`src/rtl/loader_pkg.sv`:
```
// Shared types and protocol byte values for the program loader.
package loader_pkg;

    typedef enum logic [2:0] {
        ST_IDLE,
        ST_LEN_LO,
        ST_LEN_HI,
        ST_DATA,
        ST_CSUM
    } state_t;

    localparam logic [7:0] CMD_LOAD = 8'h4C;
    localparam logic [7:0] CMD_RUN  = 8'h52;
    localparam logic [7:0] CMD_STOP = 8'h53;
    localparam logic [7:0] RSP_ACK  = 8'h06;
    localparam logic [7:0] RSP_NAK  = 8'h15;

endpackage

```
`src/rtl/loader_timeout.sv`:
```
// Inter-byte idle counter; expired is high in the cycle the idle limit is reached
// unless a byte (kick) arrives in that same cycle.
module loader_timeout #(
    parameter int TIMEOUT_CYCLES = 1_000_000
) (
    input  logic clk,
    input  logic rst,
    input  logic kick,
    input  logic enable,
    output logic expired
);

    localparam int CW = $clog2(TIMEOUT_CYCLES + 1);

    logic [CW-1:0] count;

    assign expired = enable && !kick && (count == CW'(TIMEOUT_CYCLES - 1));

    // NOTE: sequential state is updated only with non-blocking assignments so every
    // flop samples pre-edge values regardless of process evaluation order.
    always_ff @(posedge clk or negedge rst) begin
        if (!rst) begin
            count <= '0;
        end else if (kick || !enable) begin
            count <= '0;
        end else if (!expired) begin
            count <= count + 1'b1;
        end
    end

endmodule

```
`src/rtl/program_loader.sv`:
```
// UART-driven instruction memory loader and core run/reset controller.
// Build option: define LOADER_CHECKSUM_EN to require a trailing zero-sum checksum byte on 'L'.
module program_loader
    import loader_pkg::*;
#(
    parameter int INSTR_WIDTH      = 32,
    parameter int INSTR_ADDR_WIDTH = 16,
    parameter int TIMEOUT_CYCLES   = 1_000_000
) (
    input  logic                        clk,
    input  logic                        rst,
    input  logic [7:0]                  rx_data,
    input  logic                        rx_valid,
    output logic [INSTR_ADDR_WIDTH-1:0] imem_addr,
    output logic [INSTR_WIDTH-1:0]      imem_dout,
    output logic                        imem_wr,
    output logic                        core_run,
    output logic                        core_rst,
    output logic [7:0]                  tx_data,
    output logic                        tx_valid,
    output logic                        err
);

    state_t                 state, state_nxt;
    logic [15:0]            len_q;
    logic [15:0]            word_cnt;
    logic [1:0]             byte_idx;
    logic [INSTR_WIDTH-9:0] shift_q;
    logic                   run_pending;
    logic                   timeout;

    logic ack_evt, nak_evt, load_start, load_end, load_ok, run_cmd, stop_cmd;
    logic data_byte, word_done;

    loader_timeout #(.TIMEOUT_CYCLES(TIMEOUT_CYCLES)) u_timeout (
        .clk     (clk),
        .rst     (rst),
        .kick    (rx_valid),
        .enable  (state != ST_IDLE),
        .expired (timeout)
    );

`ifdef LOADER_CHECKSUM_EN
    logic [7:0] csum_q;
    logic [7:0] csum_sum;

    assign csum_sum = csum_q + rx_data;

    always_ff @(posedge clk or negedge rst) begin
        if (!rst) begin
            csum_q <= '0;
        end else if (load_start) begin
            csum_q <= '0;
        end else if (rx_valid && (state == ST_LEN_LO || state == ST_LEN_HI || state == ST_DATA)) begin
            csum_q <= csum_sum;
        end
    end
`endif

    always_ff @(posedge clk or negedge rst) begin
        if (!rst) state <= ST_IDLE;
        else      state <= state_nxt;
    end

    // NOTE: every signal written here gets a default first, so no path can leave it
    // unassigned and infer a latch.
    always_comb begin
        state_nxt  = state;
        ack_evt    = 1'b0;
        nak_evt    = 1'b0;
        load_start = 1'b0;
        load_end   = 1'b0;
        load_ok    = 1'b0;
        run_cmd    = 1'b0;
        stop_cmd   = 1'b0;
        data_byte  = 1'b0;
        word_done  = 1'b0;

        case (state)
            ST_IDLE: begin
                if (rx_valid) begin
                    case (rx_data)
                        CMD_LOAD: begin
                            load_start = 1'b1;
                            state_nxt  = ST_LEN_LO;
                        end
                        CMD_RUN:  run_cmd = 1'b1;
                        CMD_STOP: begin
                            stop_cmd = 1'b1;
                            ack_evt  = 1'b1;
                        end
                        default:  nak_evt = 1'b1;
                    endcase
                end
            end
            ST_LEN_LO: if (rx_valid) state_nxt = ST_LEN_HI;
            ST_LEN_HI: begin
                if (rx_valid) begin
                    if ({rx_data, len_q[7:0]} == 16'd0) load_end  = 1'b1;
                    else                                state_nxt = ST_DATA;
                end
            end
            ST_DATA: begin
                if (rx_valid) begin
                    data_byte = 1'b1;
                    if (byte_idx == 2'd3) begin
                        word_done = 1'b1;
                        load_end  = (word_cnt + 16'd1 == len_q);
                    end
                end
            end
`ifdef LOADER_CHECKSUM_EN
            ST_CSUM: begin
                if (rx_valid) begin
                    state_nxt = ST_IDLE;
                    if (csum_sum == 8'h00) begin
                        ack_evt = 1'b1;
                        load_ok = 1'b1;
                    end else begin
                        nak_evt = 1'b1;
                    end
                end
            end
`endif
            default: state_nxt = ST_IDLE;
        endcase

        if (load_end) begin
`ifdef LOADER_CHECKSUM_EN
            state_nxt = ST_CSUM;
`else
            state_nxt = ST_IDLE;
            ack_evt   = 1'b1;
            load_ok   = 1'b1;
`endif
        end

        // Timeout only fires on an idle cycle; the sub-module already masks it on rx_valid.
        if (timeout) begin
            nak_evt   = 1'b1;
            state_nxt = ST_IDLE;
        end
    end

    always_ff @(posedge clk or negedge rst) begin
        if (!rst) begin
            len_q       <= '0;
            word_cnt    <= '0;
            byte_idx    <= '0;
            shift_q     <= '0;
            run_pending <= 1'b0;
            imem_addr   <= '0;
            imem_dout   <= '0;
            imem_wr     <= 1'b0;
            core_run    <= 1'b0;
            core_rst    <= 1'b0;
            tx_data     <= '0;
            tx_valid    <= 1'b0;
            err         <= 1'b0;
        end else begin
            imem_wr  <= 1'b0;
            core_rst <= 1'b0;
            tx_valid <= 1'b0;

            // Second half of 'R': the core has seen one reset cycle, now let it run.
            if (run_pending) begin
                run_pending <= 1'b0;
                core_run    <= 1'b1;
                tx_data     <= RSP_ACK;
                tx_valid    <= 1'b1;
            end
            if (run_cmd) begin
                core_rst    <= 1'b1;
                run_pending <= 1'b1;
            end
            if (stop_cmd || load_start) begin
                core_run    <= 1'b0;
                run_pending <= 1'b0;
            end
            if (load_start) begin
                word_cnt <= '0;
                byte_idx <= '0;
            end

            if (rx_valid && state == ST_LEN_LO) len_q[7:0]  <= rx_data;
            if (rx_valid && state == ST_LEN_HI) len_q[15:8] <= rx_data;

            if (data_byte) begin
                byte_idx <= byte_idx + 2'd1;
                shift_q  <= {rx_data, shift_q[INSTR_WIDTH-9:8]};
            end
            if (word_done) begin
                imem_wr   <= 1'b1;
                imem_addr <= INSTR_ADDR_WIDTH'(word_cnt);
                imem_dout <= {rx_data, shift_q};
                word_cnt  <= word_cnt + 16'd1;
            end

            if (ack_evt || nak_evt) begin
                tx_valid <= 1'b1;
                tx_data  <= nak_evt ? RSP_NAK : RSP_ACK;
            end
            if (nak_evt)      err <= 1'b1;
            else if (load_ok) err <= 1'b0;
        end
    end

endmodule

```
`config.mk`:
```
export PLATFORM = sky130hd
export DESIGN_NAME = program_loader
export DESIGN_NICKNAME = d
export VERILOG_FILES = /design/src/rtl/loader_pkg.sv /design/src/rtl/loader_timeout.sv /design/src/rtl/program_loader.sv
export SDC_FILE = /design/constraint.sdc
export NUM_CORES = 1
export LEC_CHECK = 0
export CORE_UTILIZATION = 41
export DETAILED_ROUTE_END_ITERATION = 6
export GPL_ROUTABILITY_DRIVEN = 1
export PLACE_DENSITY_LB_ADDON = 0.15
export SLEW_MARGIN = 20
export SYNTH_ARGS = -nofsm -noshare
export SYNTH_HDL_FRONTEND = slang
export SYNTH_SLANG_ARGS = --single-unit
export TNS_END_PERCENT = 20
```
`constraint.sdc`:
```
create_clock -name clk -period 2.4 [get_ports clk]
set_clock_uncertainty 0.2 [all_clocks]
set_input_delay 0.48 -clock clk [delete_from_list [all_inputs] [get_ports clk]]
set_output_delay 0.48 -clock clk [all_outputs]
set_load 0.005 [all_outputs]
```
==> results of run 1 <==
state kept, by name, indices dropped and copies added (netlist names):
signal	cells
imem_dout	32
shift_q	24
u_timeout.count	20
imem_addr	16
len_q	16
word_cnt	16
tx_data	3
byte_idx	2
state	2
core_rst	1
core_run	1
err	1
imem_wr	1
run_pending	1
tx_valid	1
metal layers:
layer	vias up	part of all wire, %	global-route usage (%)
met5	-	0	0
met4	0	1.2	7.65
met3	15	3.0	3.63
met2	101	48	33.1
met1	2537	48	27.3
li1	2463	-	-
report_power, final:
group          switching (mW)  internal, mW
registers               0.502          2.98
logic                    1.01          1.40
clock network            1.01          1.43
total                    2.53          5.81
cells by family (layout without fill, tap and decap cells):
group                    Yosys count  in the layout  share of synthesized area (%)
AO/OA/AOI/OAI                     80             80                           7.67
XOR/XNOR                          34             34                           4.68
adder cells (fa/ha/maj)            9              9                           1.77
buffers and inverters             47            189                           3.18
flip-flops                       137            137                           53.9
multiplexers                      40             40                           7.04
other                              1              4                         0.0589
AND/OR/NAND/NOR                  303            303                           21.8
final cells by class:
| cell class | instances | area [um2] |
|---|---|---|
| clock buffer | 19 | 433 |
| sequential | 137 | 3430 |
| tap | 188 | 235 |
| fill | 1357 | 6760 |
| timing repair buffer | 147 | 1320 |
| multi-input combinational | 470 | 2860 |
| inverter | 10 | 37.5 |
| clock inverter | 13 | 124 |
stage by stage:
stage	area [um2]	power [mW]	setup WS, ps
2_1_floorplan	6430	4.74	-30.6
5_1_grt	8440	8.83	-184
3_3_place_gp	7780	5.82	-517
3_5_place_dp	7780	5.90	-579
4_1_cts	8410	8.41	-113
6_report	8440	8.34	-121
what timing repair did:
| item | in CTS | in global routing |
|---|---|---|
| setup endpoints to repair | 23 | 7 |
| hold buffers | 1 | 0 |
| pin swaps | 3 | 1 |
| buffers inserted | 2 | 0 |
| endpoints found under the hold margin | 44 | 0 |
| gates resized for setup | 9 | 6 |
worst max path at each step:
stage,depth (start not counted),from,to,slack [ps]
finish,7,rx_data[1],state[0],-120
global route,7,word_cnt[9],state[0],-180
CTS,6,word_cnt[13],state[0],-110
detailed placement,7,rx_data[1],state[0],-580
global placement,7,rx_data[1],state[0],-520
floorplan,7,word_cnt[0],state[0],-30
layout by cell type (no fill, tap or decap), types with 3 or more instances in the layout:
cell type / instances
mux2_2: 38
nand4_1: 9
nand3_1: 14
a21oi_1: 10
nor2b_1: 6
conb_1: 4
clkinv_2: 3
a31oi_1: 6
buf_12: 3
o31ai_1: 4
nor3_2: 4
clkbuf_16: 17
o21ai_0: 41
nand2_1: 171
buf_4: 76
and3_1: 9
dfrtp_2: 4
nor4_1: 4
xnor2_1: 20
clkinv_4: 5
or3_1: 4
dfrtp_1: 133
nor2_1: 43
clkdlybuf4s50_1: 65
inv_1: 9
ha_1: 8
nor3_1: 12
xor2_1: 13
worst reg2reg max path: stages, from the launching register on:
cell and delay [ps]:
dfrtp_1 400, xor2_1 180, or3b_4 410, a2111oi_4 320
o211ai_1 180, or4_4 550, a21o_1 170
==> results.cfg, run 1 <==
[synthesis]
synth_enable_flop_cells = 0
synthFlopType = dfrtp_1
syn_area_um2 = 6370
synth.largest_area_cell = dfrtp_1
synthMostInstantiatedCell = nand2_1
synth_cell_types = 54
async_flop_share_pct = 100
synth_common_cells = nand2_1, dfrtp_1, nor2_1
synth-seq-cells = 137
synth_area_leaders = dfrtp_1, nand2_1, mux2_2, o21ai_0, xnor2_1
ys_seq_area_share_pct = 53.9
netlist.area_leader.share_pct = 53.9
synth_warnings = 0
syn_inst = 651
syn_avg_cell_area_um2 = 9.78

[clock_network]
numCtsBuffers = 17
clockRootBuffer = clkbuf_16
clock_latency_ps = 420
htreeDepth = 4
clk_pin_slew_worst_paths_ps = 60
cts_tree = done
cts.sinks = 137
clock_path_buffers = 2

[timing]
finalCritPeriodShare_pct = 105
setup_viol = 7
final_max_slew_viol_count = 0
slew_headroom_pct = 57.3
rsz0062_at_grt = true
finalHoldViolations = 0
fmax_mhz = 397
tns_ps = -482
fin_ws_ps = -121
worst_slew_pin_slew_ps = 639
holdWs_ps = 264
period_needed_ps = 2520

[run_status]
failed_checks = setup timing
status = complete, but fails checks

[worst_setup_path]
worstPathRequired_ps = 2510
reg2reg_to = state[0]
crit_family = simple AND/OR/NAND/NOR gates
cp.buffers_inverters = 1
cpPeakStageDelay_ps = 550
worstPathArrival_ps = 2630
worst-setup-path-type = in2reg
r2r_start = word_cnt[13]
start_kind = input pin
crit_path_end_kind = register
crit_chain = clkdlybuf4s50_1 -> nor4_4 -> nand4_1 -> o31ai_2 -> o21ai_0 -> or4_4 -> a21o_1
path_max_fanout = 4
slowest_stage = or4_4
r2r_cells = 6
rrSetupSlack_ps = -110

[global_route]
antenna_found_initial = 0
grt_remaining_overflow = 0
grt_pass1_vias = 5066
grt_usage_pct = 20.4
grt_max_degree = 53
grt_pass1_wl_um = 25300

[detailed_routing]
routed_wl_um = 15300
post_drt_wl_per_cell_um = 15.5
detail_route.vias_per_cell = 5.20
ant_nets = 0
first_pass_iters = 7
drc = 0
dr.first_iter.drc_count = 303
vias = 5116

[placed_design]
gp_congestion = 0.875
portBuffers = 67
hpwl_um = 10700
place_inst = 949

[layout]
utilization_pct = 55.5
antenna_cells = 0
area_growth_syn_to_layout_pct = 32.6
drive_above_1_share_pct = 22.4
instances_no_fill = 984
fin_nets = 803

[floorplanning]
chipWidth_um = 127
ios = 72
chipHeight_um = 127
initial_core_util_pct = 41.9
num_rows = 45
dieArea_um2 = 16000
design.core.area_um2 = 15200

[pwr]
vdd_drop_max_uv = 566
p_per_area_nw_per_um2 = 988
p_leak_nw = 3.93

[min_path]
whs_path_depth = 2
holdPathEnd = imem_dout[2]
holdCritStartpoint = shift_q[2]
min_path_type = reg2reg

[job]
maxCapViolCount = 0
No activity file was read; power rests on OpenSTA's default activity.
==> run 2: changes to the inputs <==
--- a/config.mk
+++ b/config.mk
@@ -6,6 +6,7 @@
 export NUM_CORES = 1
 export LEC_CHECK = 0
 export CORE_UTILIZATION = 41
+export CTS_CLUSTER_DIAMETER = 40
 export DETAILED_ROUTE_END_ITERATION = 6
 export GPL_ROUTABILITY_DRIVEN = 1
 export PLACE_DENSITY_LB_ADDON = 0.15
==> results of run 2 <==
Same layout as run 1: the final DEF is identical, and so are final timing and power.
